[src/rtl/wb_master_port_if.sv]
// Command/response channels plus Wishbone pipelined-mode bus for wb_master_port.
// The master modport is the initiator's view; slave is its environment (requester + bus slave).
interface wb_master_port_if;
    logic        cmd_valid;
    logic        cmd_ready;
    logic        cmd_we;
    logic [31:0] cmd_addr;
    logic [31:0] cmd_wdata;
    logic [3:0]  cmd_sel;

    logic        rsp_valid;
    logic        rsp_ready;
    logic [31:0] rsp_rdata;
    logic        rsp_err;

    logic        o_wb_cyc;
    logic        o_wb_stb;
    logic        o_wb_we;
    logic [31:0] o_wb_addr;
    logic [31:0] o_wb_data;
    logic [3:0]  o_wb_sel;
    logic        i_wb_stall;
    logic        i_wb_ack;
    logic [31:0] i_wb_data;

    modport master (
        input  cmd_valid, cmd_we, cmd_addr, cmd_wdata, cmd_sel,
        output cmd_ready,
        output rsp_valid, rsp_rdata, rsp_err,
        input  rsp_ready,
        output o_wb_cyc, o_wb_stb, o_wb_we, o_wb_addr, o_wb_data, o_wb_sel,
        input  i_wb_stall, i_wb_ack, i_wb_data
    );

    modport slave (
        output cmd_valid, cmd_we, cmd_addr, cmd_wdata, cmd_sel,
        input  cmd_ready,
        input  rsp_valid, rsp_rdata, rsp_err,
        output rsp_ready,
        input  o_wb_cyc, o_wb_stb, o_wb_we, o_wb_addr, o_wb_data, o_wb_sel,
        output i_wb_stall, i_wb_ack, i_wb_data
    );
endinterface

[src/rtl/wb_master_port.sv]
// Single-outstanding Wishbone pipelined initiator; rsp_valid 2 edges after cmd handshake with a zero-stall next-cycle-ack slave.
// Stall holds stb/fields; rsp held until rsp_ready, cmd_ready low until then plus one idle cycle; timeout forces an error response.
module wb_master_port #(
    parameter int TIMEOUT_CYCLES = 256,
    parameter int CNT_W          = 16
) (
    input  logic              clk,
    input  logic              reset_n,
    wb_master_port_if.master  bus
);
    typedef enum logic [1:0] {IDLE, REQ, WAIT, RSP} state_t;

    typedef struct packed {
        logic        we;
        logic [31:0] addr;
        logic [31:0] data;
        logic [3:0]  sel;
    } req_t;

    state_t      state, state_nxt;
    logic [CNT_W-1:0] cnt, cnt_nxt;
    req_t        req_q, req_nxt;
    logic        cyc_q, cyc_nxt;
    logic        stb_q, stb_nxt;
    logic        cmd_ready_q, cmd_ready_nxt;
    logic        rsp_valid_q, rsp_valid_nxt;
    logic [31:0] rsp_rdata_q, rsp_rdata_nxt;
    logic        rsp_err_q, rsp_err_nxt;

    logic accept, ack_ok, timeout;

    // An ack only counts once the request has been taken (no stall) or while waiting.
    assign accept  = (state == IDLE) && bus.cmd_valid;
    assign ack_ok  = bus.i_wb_ack && (((state == REQ) && !bus.i_wb_stall) || (state == WAIT));
    assign timeout = ((state == REQ) || (state == WAIT)) && !ack_ok &&
                     (cnt == CNT_W'(TIMEOUT_CYCLES - 1));

    always_ff @(posedge clk) begin
        if (!reset_n) begin
            state       <= IDLE;
            cnt         <= '0;
            req_q       <= '0;
            cyc_q       <= 1'b0;
            stb_q       <= 1'b0;
            cmd_ready_q <= 1'b1;
            rsp_valid_q <= 1'b0;
            rsp_rdata_q <= '0;
            rsp_err_q   <= 1'b0;
        end else begin
            state       <= state_nxt;
            cnt         <= cnt_nxt;
            req_q       <= req_nxt;
            cyc_q       <= cyc_nxt;
            stb_q       <= stb_nxt;
            cmd_ready_q <= cmd_ready_nxt;
            rsp_valid_q <= rsp_valid_nxt;
            rsp_rdata_q <= rsp_rdata_nxt;
            rsp_err_q   <= rsp_err_nxt;
        end
    end

    always_comb begin
        state_nxt = state;
        case (state)
            IDLE: if (accept) state_nxt = REQ;
            REQ: begin
                if (ack_ok || timeout)    state_nxt = RSP;
                else if (!bus.i_wb_stall) state_nxt = WAIT;
            end
            WAIT: if (ack_ok || timeout) state_nxt = RSP;
            RSP:  if (bus.rsp_ready) state_nxt = IDLE;
            default: state_nxt = IDLE;
        endcase
    end

    always_comb begin
        cnt_nxt       = cnt;
        req_nxt       = req_q;
        cyc_nxt       = 1'b0;
        stb_nxt       = 1'b0;
        cmd_ready_nxt = 1'b0;
        rsp_valid_nxt = rsp_valid_q;
        rsp_rdata_nxt = rsp_rdata_q;
        rsp_err_nxt   = rsp_err_q;
        case (state)
            IDLE: begin
                cmd_ready_nxt = !bus.cmd_valid;
                if (accept) begin
                    req_nxt = '{we: bus.cmd_we, addr: bus.cmd_addr,
                                data: bus.cmd_wdata, sel: bus.cmd_sel};
                    cnt_nxt = '0;
                    cyc_nxt = 1'b1;
                    stb_nxt = 1'b1;
                end
            end
            REQ, WAIT: begin
                cnt_nxt = cnt + CNT_W'(1);
                cyc_nxt = !(ack_ok || timeout);
                stb_nxt = (state == REQ) && bus.i_wb_stall && !timeout;
                if (ack_ok) begin
                    rsp_valid_nxt = 1'b1;
                    rsp_err_nxt   = 1'b0;
                    rsp_rdata_nxt = req_q.we ? 32'h0 : bus.i_wb_data;
                end else if (timeout) begin
                    rsp_valid_nxt = 1'b1;
                    rsp_err_nxt   = 1'b1;
                    rsp_rdata_nxt = 32'h0;
                end
            end
            RSP: begin
                if (bus.rsp_ready) begin
                    rsp_valid_nxt = 1'b0;
                    cmd_ready_nxt = 1'b1;
                end
            end
            default: ;
        endcase
    end

    assign bus.cmd_ready = cmd_ready_q;
    assign bus.rsp_valid = rsp_valid_q;
    assign bus.rsp_rdata = rsp_rdata_q;
    assign bus.rsp_err   = rsp_err_q;
    assign bus.o_wb_cyc  = cyc_q;
    assign bus.o_wb_stb  = stb_q;
    assign bus.o_wb_we   = req_q.we;
    assign bus.o_wb_addr = req_q.addr;
    assign bus.o_wb_data = req_q.data;
    assign bus.o_wb_sel  = req_q.sel;
endmodule

[src/flat_wrapper.sv]
// flat-port wrapper written by rule: the top's interface ports become plain ports
module wb_master_port_flat 
#(
    parameter int TIMEOUT_CYCLES = 256,
    parameter int CNT_W          = 16
)
  (clk, reset_n, bus_cmd_valid, bus_cmd_we, bus_cmd_addr, bus_cmd_wdata, bus_cmd_sel, bus_cmd_ready, bus_rsp_valid, bus_rsp_rdata, bus_rsp_err, bus_rsp_ready, bus_o_wb_cyc, bus_o_wb_stb, bus_o_wb_we, bus_o_wb_addr, bus_o_wb_data, bus_o_wb_sel, bus_i_wb_stall, bus_i_wb_ack, bus_i_wb_data);
  wb_master_port_if bus_i ();
  input  logic clk;
  input  logic reset_n;
  input wire logic [$bits(bus_i.cmd_valid)-1:0] bus_cmd_valid;
  input wire logic [$bits(bus_i.cmd_we)-1:0] bus_cmd_we;
  input wire logic [$bits(bus_i.cmd_addr)-1:0] bus_cmd_addr;
  input wire logic [$bits(bus_i.cmd_wdata)-1:0] bus_cmd_wdata;
  input wire logic [$bits(bus_i.cmd_sel)-1:0] bus_cmd_sel;
  output wire logic [$bits(bus_i.cmd_ready)-1:0] bus_cmd_ready;
  output wire logic [$bits(bus_i.rsp_valid)-1:0] bus_rsp_valid;
  output wire logic [$bits(bus_i.rsp_rdata)-1:0] bus_rsp_rdata;
  output wire logic [$bits(bus_i.rsp_err)-1:0] bus_rsp_err;
  input wire logic [$bits(bus_i.rsp_ready)-1:0] bus_rsp_ready;
  output wire logic [$bits(bus_i.o_wb_cyc)-1:0] bus_o_wb_cyc;
  output wire logic [$bits(bus_i.o_wb_stb)-1:0] bus_o_wb_stb;
  output wire logic [$bits(bus_i.o_wb_we)-1:0] bus_o_wb_we;
  output wire logic [$bits(bus_i.o_wb_addr)-1:0] bus_o_wb_addr;
  output wire logic [$bits(bus_i.o_wb_data)-1:0] bus_o_wb_data;
  output wire logic [$bits(bus_i.o_wb_sel)-1:0] bus_o_wb_sel;
  input wire logic [$bits(bus_i.i_wb_stall)-1:0] bus_i_wb_stall;
  input wire logic [$bits(bus_i.i_wb_ack)-1:0] bus_i_wb_ack;
  input wire logic [$bits(bus_i.i_wb_data)-1:0] bus_i_wb_data;
  assign bus_i.cmd_valid = bus_cmd_valid;
  assign bus_i.cmd_we = bus_cmd_we;
  assign bus_i.cmd_addr = bus_cmd_addr;
  assign bus_i.cmd_wdata = bus_cmd_wdata;
  assign bus_i.cmd_sel = bus_cmd_sel;
  assign bus_cmd_ready = bus_i.cmd_ready;
  assign bus_rsp_valid = bus_i.rsp_valid;
  assign bus_rsp_rdata = bus_i.rsp_rdata;
  assign bus_rsp_err = bus_i.rsp_err;
  assign bus_i.rsp_ready = bus_rsp_ready;
  assign bus_o_wb_cyc = bus_i.o_wb_cyc;
  assign bus_o_wb_stb = bus_i.o_wb_stb;
  assign bus_o_wb_we = bus_i.o_wb_we;
  assign bus_o_wb_addr = bus_i.o_wb_addr;
  assign bus_o_wb_data = bus_i.o_wb_data;
  assign bus_o_wb_sel = bus_i.o_wb_sel;
  assign bus_i.i_wb_stall = bus_i_wb_stall;
  assign bus_i.i_wb_ack = bus_i_wb_ack;
  assign bus_i.i_wb_data = bus_i_wb_data;
  wb_master_port #(.TIMEOUT_CYCLES(TIMEOUT_CYCLES), .CNT_W(CNT_W)) u_core (.clk(clk), .reset_n(reset_n), .bus(bus_i));
endmodule
[config.mk]
export PLATFORM = sky130hd
export DESIGN_NAME = wb_master_port_flat
export DESIGN_NICKNAME = d
export VERILOG_FILES = /design/src/rtl/wb_master_port_if.sv /design/src/rtl/wb_master_port.sv /design/src/flat_wrapper.sv
export SDC_FILE = /design/constraint.sdc
export NUM_CORES = 1
export LEC_CHECK = 0
export ABC_AREA = 1
export CORE_UTILIZATION = 39
export CTS_CLUSTER_DIAMETER = 50
export CTS_CLUSTER_SIZE = 24
export DETAILED_ROUTE_END_ITERATION = 8
export HOLD_SLACK_MARGIN = 0.12
export PLACE_DENSITY_LB_ADDON = 0.2
export SLEW_MARGIN = 20
export SYNTH_ARGS = -nofsm -noshare
export SYNTH_HDL_FRONTEND = slang
export SYNTH_SLANG_ARGS = --single-unit
[constraint.sdc]
create_clock -name clk -period 1.7 [get_ports clk]
set_clock_uncertainty 0.1 [all_clocks]
set_input_delay 0.255 -clock clk [delete_from_list [all_inputs] [get_ports clk]]
set_output_delay 0.255 -clock clk [all_outputs]
set_load 0.01 [all_outputs]
==> impl_metrics.py <==
metrics = {
    "run_status": {
        "status": "complete, but fails checks",
        "violations": "negative setup slack",
    },
    "logic_synthesis": {
        "synth_edf_count": 0,
        "synth_area_um2": 5150,
        "yosysWarnings": 0,
        "ys_seq_area_share_pct": 48.20,
        "synthArstFlopShare_pct": 0,
        "synth_ff_type": "dfxtp_1",
        "syn_avg_cell_area_um2": 8.009,
        "syn_inst": 643,
        "synth.distinct_cells": 30,
        "synth_nets": 756,
        "ys_ff_latch": 124,
    },
    "global_routing": {
        "grt_overflow": 0,
        "grt_pass1_wl_mm": 24.05,
        "antenna_found_initial": 0,
        "grt_max_degree": 71,
        "grt.total_usage_pct": 23.06,
        "grt_pass1_vias": 5153,
    },
    "critical_path": {
        "startpoint_type": "register",
        "path_cells": "inv_2, ha_4, inv_2, nor2_2, nand2_2, nor2_4, nand2_4, nand2_8, nand2_8, buf_16, a21oi_2, nor3_2",
        "r2r_end": "u_core.bus.rsp_rdata[11]",
        "cp_slowest_cell": "dfxtp_2",
        "crit_type": "register to register",
        "r2r_cells": 12,
        "regToRegSetupSlack_ns": -0.14,
        "worst-path-stages": 12,
        "r2r_start": "u_core.state[0]",
        "crit_required_ns": 1.90,
        "cp-end-kind": "register",
        "cp_top_family": "simple AND/OR/NAND/NOR gates",
        "crit_end": "u_core.bus.rsp_rdata[11]",
        "crit_arrival_ns": 2.04,
        "startpoint": "u_core.state[0]",
        "crit_buf_inv": 3,
        "crit_fanout": 5,
        "critPathMaxStageDelay_ns": 0.34,
    },
    "timing": {
        "tightestPinTransition_ns": 0.3378,
        "period_share_pct": 108.1,
        "slew_headroom_pct": 77.48,
        "worst_slack_ns": -0.1380,
        "setup_viol": 37,
        "fin_setup_tns_ns": -3.468,
        "rsz0062_at_grt": "true",
        "finalHoldViolations": 0,
        "hold_slack_ns": 0.3483,
        "finalCriticalPeriod_ns": 1.838,
        "finalMaxSlewViolations": 0,
        "max_freq_mhz": 544.1,
    },
    "detailed_routing": {
        "vias_per_cell": 4.935,
        "firstDrtPassIters": 4,
        "vias": 5275,
        "drtIter0Drc": 255,
        "ant_nets": 0,
        "routedWlPerCell_um": 14.77,
        "totalWireLength_mm": 15.79,
        "drc": 0,
    },
    "floorplanning": {
        "die_x_um": 116.9,
        "fp.coreArea_um2": 12720,
        "die_area_um2": 13670,
        "die_h_um": 116.9,
        "pin_count": 213,
        "initial_core_util_pct": 40.48,
        "rows": 41,
    },
    "cts": {
        "clock_latency_ns": 0.42,
        "cts.path.max_buffers": 2,
        "cts_made_buffers": 17,
        "clock-sinks": 124,
        "cts_tree": "yes",
        "path_clk_slew_ns": 0.05,
        "cts-htree-levels": 4,
        "cts_root_buf": "clkbuf_16",
    },
    "placement": {
        "port_buffers": 212,
        "routabilityCongestion": 0.8551,
        "dp_slack_ns": -0.1690,
        "dp.cells": 1030,
        "hpwl_mm": 10.95,
    },
    "pwr": {
        "ir_drop_uv": 889.2,
        "p_leak_nw": 3.874,
        "p_per_area_nw_per_um2": 1419,
    },
    "cells_and_area": {
        "final_common_cell": "clkdlybuf4s50_1",
        "synthToLayoutAreaGrowth_pct": 69.12,
        "finalNonFillerCells": 1069,
        "final_nets": 997,
        "num_antenna_cells": 0,
        "mostFrequentLayoutCells": "174 x clkdlybuf4s50_1, 158 x nor2_1, 122 x dfxtp_1, 78 x o21ai_0, 44 x a21oi_1",
        "final_core_util_pct": 68.46,
        "drive_above_1_share_pct": 20.18,
    },
    "run": {
        "drv_cap": 0,
    },
    "worst_hold_path": {
        "hold_class": "primary input to register",
    },
}
-- per-layer routing --
| layer | up-vias | wire (um) | track usage (%) |
|---|---|---|---|
| met4 | 0 | 425 | 11.98 |
| li1 | 2604 | - | - |
| met1 | 2440 | 6190 | 25.81 |
| met3 | 33 | 1533 | 10.61 |
| met5 | - | 0 | 0 |
| met2 | 198 | 7637 | 36.84 |
-- synthesized netlist by cell type, types with 3 or more instances --
| master | number | area (um^2) |
|---|---|---|
| inv_1 | 30 | 112.6 |
| nor2_1 | 160 | 600.6 |
| o21ai_0 | 79 | 395.4 |
| a21oi_1 | 49 | 245.2 |
| buf_2 | 9 | 45.04 |
| a21oi_2 | 28 | 245.2 |
| ha_1 | 6 | 75.07 |
| nand3_1 | 13 | 65.06 |
| nor3_2 | 29 | 290.3 |
| nand2_1 | 43 | 161.4 |
| dfxtp_1 | 124 | 2482 |
| buf_6 | 6 | 67.56 |
| nor3_1 | 11 | 55.05 |
| inv_2 | 5 | 18.77 |
| clkbuf_1 | 23 | 86.33 |
| nand2_2 | 3 | 18.77 |
| nand4_1 | 7 | 43.79 |
-- power by group --
group | switching, mW | leakage, nW | internal (mW) | total, mW
Combinational | 2.52 | 2.55 | 2.35 | 4.87
Clock | 1.26 | 0.302 | 2.31 | 3.57
Sequential | 0.341 | 1.02 | 3.59 | 3.93
-- worst min-delay path, cell delays in order --
cell and delay [ns]:
clkdlybuf4s50_1 0.40, nand4_1 0.10, a21oi_1 0.06
-- sequential cells by signal (all words and copies together) (netlist names) --
name,flops
u_core.bus.o_wb_cyc,1
u_core.bus.cmd_ready,1
u_core.bus.o_wb_addr,32
u_core.bus.o_wb_we,1
u_core.bus.o_wb_data,32
u_core.bus.rsp_valid,1
u_core.state,2
u_core.bus.o_wb_stb,1
u_core.bus.rsp_err,1
u_core.bus.rsp_rdata,32
u_core.cnt,16
u_core.bus.o_wb_sel,4
-- kinds of logic (layout without fill, tap and decap cells) --
kind of cell | after synthesis | count (layout) | share of synthesized area (%)
fa+ha+maj | 6 | 6 | 1.458
buf+inv | 76 | 330 | 6.633
flops | 124 | 124 | 48.20
compound gates | 163 | 163 | 18.17
simple gates | 274 | 274 | 25.53
-- stage by stage --
stage               total power, mW  area [um^2]
finish                        12.36         8710
global route                  13.06         8710
CTS                           12.32         8451
detailed placement            8.530         7687
global placement              8.413         7687
floorplan                     6.181         5165
-- worst min path at each step --
stage                                     from                  endpoint  slack (ns)  depth (start not counted)
after floorplan              bus_i_wb_data[10]  u_core.bus.rsp_rdata[10]        0.31                          2
after global placement    u_core.bus.rsp_valid      u_core.bus.rsp_valid        0.36                          2
after detailed placement  u_core.bus.rsp_valid      u_core.bus.rsp_valid        0.36                          2
after CTS                    bus_i_wb_data[30]  u_core.bus.rsp_rdata[30]        0.34                          3
after global routing          bus_cmd_addr[15]  u_core.bus.o_wb_addr[15]        0.36                          3
final                        bus_i_wb_data[30]  u_core.bus.rsp_rdata[30]        0.35                          3
-- layout make-up --
cell class	instances	area, um^2
multi-input combinational	443	2554
clock inverter	6	55.05
tap	172	215.2
timing repair buffer	261	2720
sequential	124	2485
fill	1073	4013
clock buffer	26	539.3
inverter	37	141.4
-- what timing repair did --
action                     CTS  global route
hold buffers                 1             0
buffers inserted             2             3
resized for setup           29            61
setup endpoints to repair   47            86
hold endpoints to repair     1             0
pin swaps                    5            14
gates cloned                 1             1
Note: power is estimated with default switching activity, not from simulation.
